**src/rtl/pipeline_pkg.sv**
```systemverilog
// Shared pipeline constants: opcodes, the canonical nop, the return-address register
// and the interlock FSM state encoding.
package pipeline_pkg;

    localparam logic [4:0] OP_ADD  = 5'd0;
    localparam logic [4:0] OP_SUB  = 5'd1;
    localparam logic [4:0] OP_MUL  = 5'd2;
    localparam logic [4:0] OP_DIV  = 5'd3;
    localparam logic [4:0] OP_MOD  = 5'd4;
    localparam logic [4:0] OP_CMP  = 5'd5;
    localparam logic [4:0] OP_AND  = 5'd6;
    localparam logic [4:0] OP_OR   = 5'd7;
    localparam logic [4:0] OP_NOT  = 5'd8;
    localparam logic [4:0] OP_MOV  = 5'd9;
    localparam logic [4:0] OP_LSL  = 5'd10;
    localparam logic [4:0] OP_LSR  = 5'd11;
    localparam logic [4:0] OP_ASR  = 5'd12;
    localparam logic [4:0] OP_NOP  = 5'd13;
    localparam logic [4:0] OP_LD   = 5'd14;
    localparam logic [4:0] OP_ST   = 5'd15;
    localparam logic [4:0] OP_BEQ  = 5'd16;
    localparam logic [4:0] OP_BGT  = 5'd17;
    localparam logic [4:0] OP_B    = 5'd18;
    localparam logic [4:0] OP_CALL = 5'd19;
    localparam logic [4:0] OP_RET  = 5'd20;

    localparam logic [31:0] NOP_INSTR = 32'h6800_0000;
    localparam logic [3:0]  RA_REG    = 4'd15;

    typedef enum logic [1:0] {
        RUN    = 2'd0,
        DSTALL = 2'd1,
        BFLUSH = 2'd2
    } il_state_e;

endpackage

```
**src/rtl/instr_decode.sv**
```systemverilog
// Register-usage decode of one instruction: which fields it reads and which register it writes.
// Purely combinational, zero latency, no flow control.
module instr_decode
    import pipeline_pkg::*;
(
    input  logic [31:0] instr,
    output logic        reads_rs1,
    output logic        reads_rs2,
    output logic        reads_rd,
    output logic        reads_ra,
    output logic        writes_reg,
    output logic [3:0]  dest
);

    logic [4:0] w_op;
    logic       w_imm;
    logic       w_is_nop;
    logic       w_unused_bits;

    assign w_op          = instr[31:27];
    assign w_imm         = instr[26];
    assign w_is_nop      = (w_op == NOP_INSTR[31:27]);
    assign w_unused_bits = ^instr[21:0];

    always_comb begin
        reads_rs1  = 1'b0;
        reads_rs2  = 1'b0;
        reads_rd   = 1'b0;
        reads_ra   = 1'b0;
        writes_reg = 1'b0;
        dest       = instr[25:22];
        if (!w_is_nop) begin
            case (w_op)
                OP_ADD, OP_SUB, OP_MUL, OP_DIV, OP_MOD,
                OP_AND, OP_OR, OP_LSL, OP_LSR, OP_ASR: begin
                    reads_rs1  = 1'b1;
                    reads_rs2  = !w_imm;
                    writes_reg = 1'b1;
                end
                // cmp reads both operands but only updates flags
                OP_CMP: begin
                    reads_rs1 = 1'b1;
                    reads_rs2 = !w_imm;
                end
                OP_NOT, OP_MOV: begin
                    reads_rs2  = !w_imm;
                    writes_reg = 1'b1;
                end
                OP_LD: begin
                    reads_rs1  = 1'b1;
                    writes_reg = 1'b1;
                end
                OP_ST: begin
                    reads_rs1 = 1'b1;
                    reads_rd  = 1'b1;
                end
                OP_CALL: begin
                    writes_reg = 1'b1;
                    dest       = RA_REG;
                end
                OP_RET: begin
                    reads_ra = 1'b1;
                end
                default: ;
            endcase
        end
    end

endmodule

```
**src/rtl/interlock_controller.sv**
```systemverilog
// Data/branch interlock for the OF stage with saturating stall/flush counters and a sticky long-stall error.
// Interlock outputs are combinational (zero latency); INTERLOCK_FORWARDING_EN narrows hazards to load-use.
module interlock_controller
    import pipeline_pkg::*;
#(
    parameter int CNT_W     = 16,
    parameter int MAX_STALL = 3
)
(
    input  logic             clk,
    input  logic             rst_n,
    input  logic [31:0]      OF_instruction,
    input  logic [31:0]      EX_instruction,
    input  logic [31:0]      MA_instruction,
    input  logic             isBranchTaken,
    output logic             isDataInterLock,
    output logic             isBranchInterLock,
    output logic [CNT_W-1:0] stall_count,
    output logic [CNT_W-1:0] flush_count,
    output logic             stall_error
);

    localparam int             RUN_W     = $clog2(MAX_STALL + 2);
    localparam logic [RUN_W-1:0] RUN_LIMIT = RUN_W'(MAX_STALL + 1);

    // Index 0 = OF, 1 = EX, 2 = MA
    logic [31:0] w_instr [3];
    logic [2:0]  w_rd_rs1;
    logic [2:0]  w_rd_rs2;
    logic [2:0]  w_rd_rd;
    logic [2:0]  w_rd_ra;
    logic [2:0]  w_wr;
    logic [3:0]  w_dest [3];

    assign w_instr[0] = OF_instruction;
    assign w_instr[1] = EX_instruction;
    assign w_instr[2] = MA_instruction;

    for (genvar g = 0; g < 3; g++) begin : g_dec
        instr_decode u_dec (
            .instr      (w_instr[g]),
            .reads_rs1  (w_rd_rs1[g]),
            .reads_rs2  (w_rd_rs2[g]),
            .reads_rd   (w_rd_rd[g]),
            .reads_ra   (w_rd_ra[g]),
            .writes_reg (w_wr[g]),
            .dest       (w_dest[g])
        );
    end

    logic [3:0] w_of_rs1;
    logic [3:0] w_of_rs2;
    logic [3:0] w_of_rd;

    assign w_of_rs1 = OF_instruction[21:18];
    assign w_of_rs2 = OF_instruction[17:14];
    assign w_of_rd  = OF_instruction[25:22];

    function automatic logic src_hit(
        input logic [3:0] dst,
        input logic       use_rs1,
        input logic       use_rs2,
        input logic       use_rd,
        input logic       use_ra,
        input logic [3:0] rs1,
        input logic [3:0] rs2,
        input logic [3:0] rd
    );
        return (use_rs1 && (rs1 == dst)) ||
               (use_rs2 && (rs2 == dst)) ||
               (use_rd  && (rd  == dst)) ||
               (use_ra  && (RA_REG == dst));
    endfunction

    logic w_ex_hit;
    logic w_ma_hit;
    logic w_hazard;
    logic w_unused_dec;

    assign w_ex_hit = w_wr[1] && src_hit(w_dest[1], w_rd_rs1[0], w_rd_rs2[0], w_rd_rd[0],
                                         w_rd_ra[0], w_of_rs1, w_of_rs2, w_of_rd);
    assign w_ma_hit = w_wr[2] && src_hit(w_dest[2], w_rd_rs1[0], w_rd_rs2[0], w_rd_rd[0],
                                         w_rd_ra[0], w_of_rs1, w_of_rs2, w_of_rd);

`ifdef INTERLOCK_FORWARDING_EN
    // Everything except a load result can be bypassed to OF
    assign w_hazard     = w_ex_hit && (EX_instruction[31:27] == OP_LD);
    assign w_unused_dec = ^{w_rd_rs1[2:1], w_rd_rs2[2:1], w_rd_rd[2:1], w_rd_ra[2:1],
                            w_wr[0], w_dest[0], w_ma_hit};
`else
    assign w_hazard     = w_ex_hit || w_ma_hit;
    assign w_unused_dec = ^{w_rd_rs1[2:1], w_rd_rs2[2:1], w_rd_rd[2:1], w_rd_ra[2:1],
                            w_wr[0], w_dest[0]};
`endif

    assign isBranchInterLock = isBranchTaken;
    assign isDataInterLock   = w_hazard && !isBranchTaken;

    il_state_e        r_state;
    il_state_e        w_state_next;
    logic [RUN_W-1:0] r_run;
    logic [RUN_W-1:0] w_run_next;
    logic [CNT_W-1:0] r_stall_cnt;
    logic [CNT_W-1:0] r_flush_cnt;
    logic             r_err;

    always_ff @(posedge clk or negedge rst_n) begin
        if (!rst_n) begin
            r_state <= RUN;
        end else begin
            r_state <= w_state_next;
        end
    end

    always_comb begin
        w_state_next = RUN;
        w_run_next   = '0;
        if (isBranchTaken) begin
            w_state_next = BFLUSH;
        end else if (isDataInterLock) begin
            w_state_next = DSTALL;
        end
        if (w_state_next == DSTALL) begin
            if (r_state != DSTALL) begin
                w_run_next = RUN_W'(1);
            end else if (r_run == RUN_LIMIT) begin
                w_run_next = r_run;
            end else begin
                w_run_next = r_run + RUN_W'(1);
            end
        end
    end

    always_ff @(posedge clk or negedge rst_n) begin
        if (!rst_n) begin
            r_run       <= '0;
            r_stall_cnt <= '0;
            r_flush_cnt <= '0;
            r_err       <= 1'b0;
        end else begin
            r_run <= w_run_next;
            if (w_run_next == RUN_LIMIT) begin
                r_err <= 1'b1;
            end
            if (isDataInterLock && (r_stall_cnt != '1)) begin
                r_stall_cnt <= r_stall_cnt + CNT_W'(1);
            end
            if (isBranchInterLock && (r_flush_cnt != '1)) begin
                r_flush_cnt <= r_flush_cnt + CNT_W'(1);
            end
        end
    end

    assign stall_count = r_stall_cnt;
    assign flush_count = r_flush_cnt;
    assign stall_error = r_err;

endmodule
```
**config.mk**
```make
export PLATFORM = sky130hd
export DESIGN_NAME = interlock_controller
export DESIGN_NICKNAME = d
export VERILOG_FILES = /design/src/rtl/pipeline_pkg.sv /design/src/rtl/instr_decode.sv /design/src/rtl/interlock_controller.sv
export SDC_FILE = /design/constraint.sdc
export NUM_CORES = 1
export LEC_CHECK = 0
export BUFFER_PORTS_ARGS = -buffer_cell sky130_fd_sc_hd__buf_2
export CORE_ASPECT_RATIO = 1.1
export CORE_UTILIZATION = 30
export CTS_CLUSTER_SIZE = 16
export DETAILED_ROUTE_END_ITERATION = 12
export GPL_TIMING_DRIVEN = 1
export MAX_ROUTING_LAYER = met4
export PLACE_DENSITY_LB_ADDON = 0.3
export SLEW_MARGIN = 40
export SYNTH_ARGS = -nofsm -noshare
export SYNTH_HDL_FRONTEND = slang
export SYNTH_SLANG_ARGS = --single-unit
```
**constraint.sdc**
```tcl
create_clock -name clk -period 2.83 [get_ports clk]
set_clock_uncertainty 0.05 [all_clocks]
set_input_delay 0.283 -clock clk [delete_from_list [all_inputs] [get_ports clk]]
set_output_delay 0.283 -clock clk [all_outputs]
set_load 0.005 [all_outputs]
```
==> run_results.csv, run 1 <==
group,metric,value,unit
route,ant_nets,0,
worst_setup_path,cp.required,2.50,ns
clock_tree,clkSinkCount,38,
placement,io_buffers,73,
global_routing,grt_use_met2,24.5,%
logic_synthesis,yosysTopAreaCell,"dfrtp_1",
sta,fin_crit_sh,91.1,%
worst_setup_path,critPathCaptureType,"primary output",
power,power.density,496,mW/mm^2
floorplanning,io_pins,134,
worst_setup_path,start_kind,"primary input",
sta,setup_viol,0,
run,cap_violations,0,
global_routing,use_met1,18.7,%
logic_synthesis,synth_most_common_cell,"dfrtp_1",
cells_and_area,multiInputGateArea,0.00149,mm^2
power,pwr-share-clk,35.5,%
floorplanning,dieArea,0.00885,mm^2
power,p_int,0.00116,W
cells_and_area,antenna_cells,0,
logic_synthesis,synth-main-ff-cell,"dfrtp_1",
logic_synthesis,avgSynthCellArea,9.05,um^2
power,vdd_drop_max,0.332,mV
power,sw_frac_of_total,27.3,%
power,power_frac_seq,43.8,%
sta,slew_violations,0,
worst_setup_path,cp.arrival,2.24,ns
route,dr_total_vias,2366,
cells_and_area,fillers,827,
power,leakage,1.53,nW
cells_and_area,final_area,0.00321,mm^2
route,wl,6210,um
logic_synthesis,synthArstFlopShare,100,%
cells_and_area,seqCellArea,951,um^2
global_routing,antenna_found_initial,0,
logic_synthesis,synth-edff-count,0,
cells_and_area,nets,460,
power,p_sw,0.000434,W
clock_tree,numCtsBuffers,5,
worst_setup_path,cp_max_fo,7,
floorplanning,die_y,98.6,um
clock_tree,clock_latency,0.29,ns
route,drt_iter0_drc,62,
logic_synthesis,synth_common_cells,"dfrtp_1, nand2_1, xnor2_1",
min_path,hold_depth,1,
global_routing,grt_overflow,0,
clock_tree,htree_levels,2,
worst_setup_path,path_class,"in2out",
clock_tree,tritoncts,"yes",
logic_synthesis,synth.area.top_cells,"dfrtp_1, xnor2_1, xor2_1",
floorplanning,rows,34,
route,via_per_inst,5.08,
sta,setup_tns,0,ns
placement,placed_cell_area,0.00306,mm^2
worst_setup_path,reg2regPathDepth,8,
logic_synthesis,ys_ff_latch,38,
floorplanning,die_w,89.8,um
placement,hpwlAfterDp,4760,um
route,wl_per_cell,13.3,um
logic_synthesis,synthesis.nets,384,
global_routing,grt_use_met3,2.85,%
logic_synthesis,synth_top_area_share,37.4,%
outcome,status,"complete, no violations",
logic_synthesis,synth_cells,281,
logic_synthesis,ys_types,48,
logic_synthesis,synth_area,0.00254,mm^2
cells_and_area,syn2layout_area_growth,26.2,%
min_path,hold_path.class,"in2reg",
sta,tightestPinTransition,0.481,ns
global_routing,grt_pass1_wl,10500,um
global_routing,top_usage_layer,"met2",
global_routing,grt_max_degree,39,
clock_tree,cts_max_path_buffers,2,
sta,fmaxAchievable,0.388,GHz
floorplanning,core_area,0.00804,mm^2
sta,slew_headroom,67.9,%
route,firstDrtPassIters,4,
cells_and_area,drive_gt1_share,27.4,%
global_routing,grtUsageTotal,15.0,%
sta,hold_viol,0,
sta,final.min_clock_period,2.58,ns
floorplanning,start_util,31.6,%
clock_tree,root_buffer,"clkbuf_8",
power,pwr-share-comb,20.7,%
global_routing,first_global_vias,2254,
logic_synthesis,ys_seq_area_share,37.4,%
sta,rsz0062_at_grt,"no",
route,drc,0,
placement,place.gp.congestion,0.811,
logic_synthesis,yosys_warnings,0,
clock_tree,clkSlewWorstSetupHoldPaths,0.07,ns
## power by group through the flow
| stage | Clock, W | Combinational [W] | Sequential [W] |
|---|---|---|---|
| 3_5_place_dp | 0 | 0.000332 | 0.000709 |
| 3_3_place_gp | 0 | 0.000322 | 0.000704 |
| 6_report | 0.000564 | 0.000330 | 0.000697 |
| 4_1_cts | 0.000582 | 0.000335 | 0.000699 |
| 5_1_grt | 0.000603 | 0.000370 | 0.000711 |
| 2_1_floorplan | 0 | 0.000174 | 0.000699 |
## path summary, 6_finish.rpt
| check | from | endpoint | slack [ns] |
|---|---|---|---|
| worst max-delay path | MA_instruction[28] | isDataInterLock | 0.25 |
| worst min-delay path | isBranchTaken | r_state[1] | 0.16 |
| worst max register to register | flush_count[0] | flush_count[15] | 0.70 |
| worst min register to register | r_state[1] | r_run[1] | 0.42 |
| max in group asynchronous | rst_n | flush_count[0] | 1.96 |
| min in group asynchronous | rst_n | stall_count[13] | 0.43 |
## layer usage
layer	vias up	share of wire [%]	wire, um
li1	1161	-	-
met1	1135	47	2930
met2	62	47	2940
met3	8	4.4	271
met4	0	1.1	68
met5	-	0	0
## layout make-up
cell class	count	share of cell area (%)
clock buffer	6	2.57
tap	108	4.21
multi-input combinational	219	46.5
inverter	9	1.05
timing repair buffer	84	14.1
clock inverter	2	1.87
sequential	38	29.6
## repair_timing
item / 4_1_cts / 5_1_grt
resized for setup: 0 / 0
hold endpoints to repair: 38 / 0
buffers inserted: 0 / 0
hold buffers: 1 / 0
## critical path: stages
cell and delay (ns):
buf_2 0.10, and3b_1 0.20, buf_4 0.14, a22oi_1 0.21, o22ai_1 0.12, a32oi_1 0.20
a311oi_1 0.10, buf_4 0.15, nor4_4 0.27, buf_4 0.19, buf_4 0.12, inv_1 0.04
buf_2 0.12
## layout by cell type (no fill, tap or decap), types with 10 or more instances in the layout
| cell type | instances |
|---|---|
| xor2_1 | 19 |
| dfrtp_1 | 38 |
| nor3_1 | 10 |
| buf_2 | 72 |
| a21oi_1 | 14 |
| nand2_1 | 28 |
| xnor2_1 | 22 |
| buf_4 | 11 |
| nand3_1 | 16 |
| nor2_1 | 15 |
## flip-flops by register name (all words and copies together), names as in the netlist
register / count
r_state: 2
stall_error: 1
stall_count: 16
flush_count: 16
r_run: 3
## cells by family after synthesis
| logic type | count (synthesis) | synth area share [%] |
|---|---|---|
| simple gates | 120 | 27.1 |
| mux | 4 | 1.77 |
| xor+xnor | 41 | 14.1 |
| fa+ha+maj | 4 | 1.97 |
| buf+inv | 24 | 3.89 |
| flops | 38 | 37.4 |
| compound gates | 50 | 13.7 |
## per-stage QoR
step / cells / total power, W / hold WS, ns / worst slack, ns / util (%)
after floorplan: 281 / 0.000873 / -0.0626 / 0.379 / -
after detailed placement: 457 / 0.00104 / 0.230 / 0.107 / 38.0
final: 466 / 0.00159 / 0.156 / 0.252 / 39.9
after global routing: 466 / 0.00168 / 0.142 / 0.0388 / 39.9
after CTS: 466 / 0.00162 / 0.152 / 0.217 / 39.9
after global placement: 457 / 0.00103 / 0.392 / 0.0877 / 38.0
No activity file was read; power rests on OpenSTA's default activity.
==> run 2: changes to the inputs <==
--- a/config.mk
+++ b/config.mk
@@ -12,7 +12,6 @@
 export DETAILED_ROUTE_END_ITERATION = 12
 export GPL_TIMING_DRIVEN = 1
 export MAX_ROUTING_LAYER = met4
-export PLACE_DENSITY_LB_ADDON = 0.3
 export SLEW_MARGIN = 40
 export SYNTH_ARGS = -nofsm -noshare
 export SYNTH_HDL_FRONTEND = slang
==> run 2 against run 1 <==
  * Maximum frequency fell by 1.6%
  * Sequential share of layout area increased by 0.70 points
  * Final area decreased by 2.3%
  * Wire length is 0.90% higher
  * Clock-buffer cell count is 1 higher
  * Largest cell class unchanged
  * Combinational power about the same
  * Clock power shrank 32%
  * Global-route usage decreased by 0.59 points
==> run_results.csv, run 2 (synthesis results as in run 1) <==
group,metric,value,unit
outcome,status,"complete, no violations",
clock_tree,numCtsBuffers,5,
placement,hpwlAfterDp,4790,um
global_routing,grt_overflow,0,
floorplanning,rows,34,
global_routing,grtUsageTotal,14.4,%
cells_and_area,nets,457,
run,cap_violations,0,
worst_setup_path,cp.required,2.50,ns
floorplanning,core_area,0.00804,mm^2
cells_and_area,finalNonFillerCells,463,
worst_setup_path,path_class,"in2out",
sta,hold_ws,0.174,ns
cells_and_area,fin_util,39.0,%
sta,setup_viol,0,
global_routing,grt_max_degree,39,
power,leakage,1.49,nW
worst_setup_path,critical_path.endpoint,"isDataInterLock",
sta,rsz0062_at_grt,"no",
clock_tree,cts_resized,0,
route,dr_total_vias,2359,
cells_and_area,final_common_cell,"buf_2",
sta,final.min_clock_period,2.62,ns
cells_and_area,syn2layout_area_growth,23.3,%
route,wl_per_cell,13.5,um
clock_tree,clkSlewWorstSetupHoldPaths,0.07,ns
sta,tightestPinTransition,0.494,ns
power,finalPower,0.00141,W
power,vdd_drop_max,0.358,mV
min_path,hp-start,"isBranchTaken",
cells_and_area,drive_gt1_share,26.5,%
worst_setup_path,cp.arrival,2.29,ns
floorplanning,start_util,31.6,%
worst_setup_path,cp_max_fo,8,
route,wl,6270,um
worst_setup_path,ff2ff_setup_slack,0.68,ns
worst_setup_path,reg2reg_to,"flush_count[15]",
clock_tree,clkSinkCount,38,
route,via_per_inst,5.10,
clock_tree,htree_levels,2,
route,drc,0,
clock_tree,root_buffer,"clkbuf_8",
worst_setup_path,reg2regPathDepth,8,
clock_tree,tritoncts,"yes",
cells_and_area,antenna_cells,0,
floorplanning,dieArea,0.00885,mm^2
sta,setup_tns,0,ns
worst_setup_path,start_kind,"primary input",
global_routing,grt_pass1_wl,10100,um
global_routing,first_global_vias,2125,
clock_tree,cts_max_path_buffers,2,
sta,slew_headroom,67.1,%
min_path,hold_path.class,"in2reg",
placement,place.gp.congestion,0.769,
sta,slew_violations,0,
route,drt_iter0_drc,120,
clock_tree,clock_latency,0.28,ns
floorplanning,die_w,89.8,um
sta,hold_viol,0,
placement,dp.cells,454,
sta,fmaxAchievable,0.382,GHz
worst_setup_path,startpoint,"EX_instruction[29]",
placement,io_buffers,73,
global_routing,antenna_found_initial,0,
worst_setup_path,critPathCaptureType,"primary output",
floorplanning,die_y,98.6,um
power,power.density,449,mW/mm^2
cells_and_area,final_cell_mix,"buf_2, dfrtp_1, nand2_1",
route,ant_nets,0,
floorplanning,io_pins,134,
route,firstDrtPassIters,4,
worst_setup_path,rr_startpoint,"flush_count[3]",
sta,fin_crit_sh,92.5,%
-- run 2: changes by cell type in the layout (fill, tap and decap cells not counted), sizes merged --
cell,change
clkinv,+1
bufinv,-2
clkbuf,+1
buf,-3
-- run 2: critical path, cell delays in order --
cell	delay, ns
buf_2	0.12
and4bb_1	0.29
and2_1	0.31
o21a_1	0.18
a22oi_1	0.10
and3_1	0.22
nor4_4	0.41
buf_4	0.20
inv_1	0.05
buf_2	0.12
-- run 2: how the worst min path moves through the flow --
stage                                  to  slack, ns  depth (start not counted)
after global routing           r_state[1]       0.17                          1
final                          r_state[1]       0.17                          1
after floorplan            flush_count[0]      -0.06                          0
after CTS                      r_state[1]       0.16                          1
after global placement    stall_count[15]       0.39                          1
after detailed placement  stall_count[15]       0.23                          1
-- run 2: metrics by stage --
stage / cell area [um^2] / worst slack [ns]
after floorplan: 2540 / 0.379
after global placement: 3030 / 0.0730
after detailed placement: 3030 / 0.0674
after CTS: 3130 / 0.180
after global routing: 3130 / 0.0975
final: 3130 / 0.212
-- run 2: final cells by class --
cell class	instances	area [um^2]
clock buffer	7	86.3
clock inverter	1	5.00
fill	835	4910
inverter	9	33.8
multi-input combinational	219	1490
sequential	38	951
tap	108	135
timing repair buffer	81	430
-- run 2: routing by layer --
layer / wire [um] / vias to the layer above / global-route usage, %
li1: - / 1163 / -
met1: 3050 / 1131 / 19.7
met4: 76 / 0 / 3.91
met5: 0 / - / -
met2: 2900 / 59 / 22.0
met3: 236 / 6 / 2.31
-- run 2: what timing repair did --
item | in CTS | in global routing
buffers inserted | 0 | 0
hold buffers | 1 | 0
endpoints found under the hold margin | 38 | 0
-- run 2: where the power goes --
group | internal (W) | switching, W
clock network | 0.000197 | 0.000185
logic | 0.000170 | 0.000159
registers | 0.000610 | 0.0000883
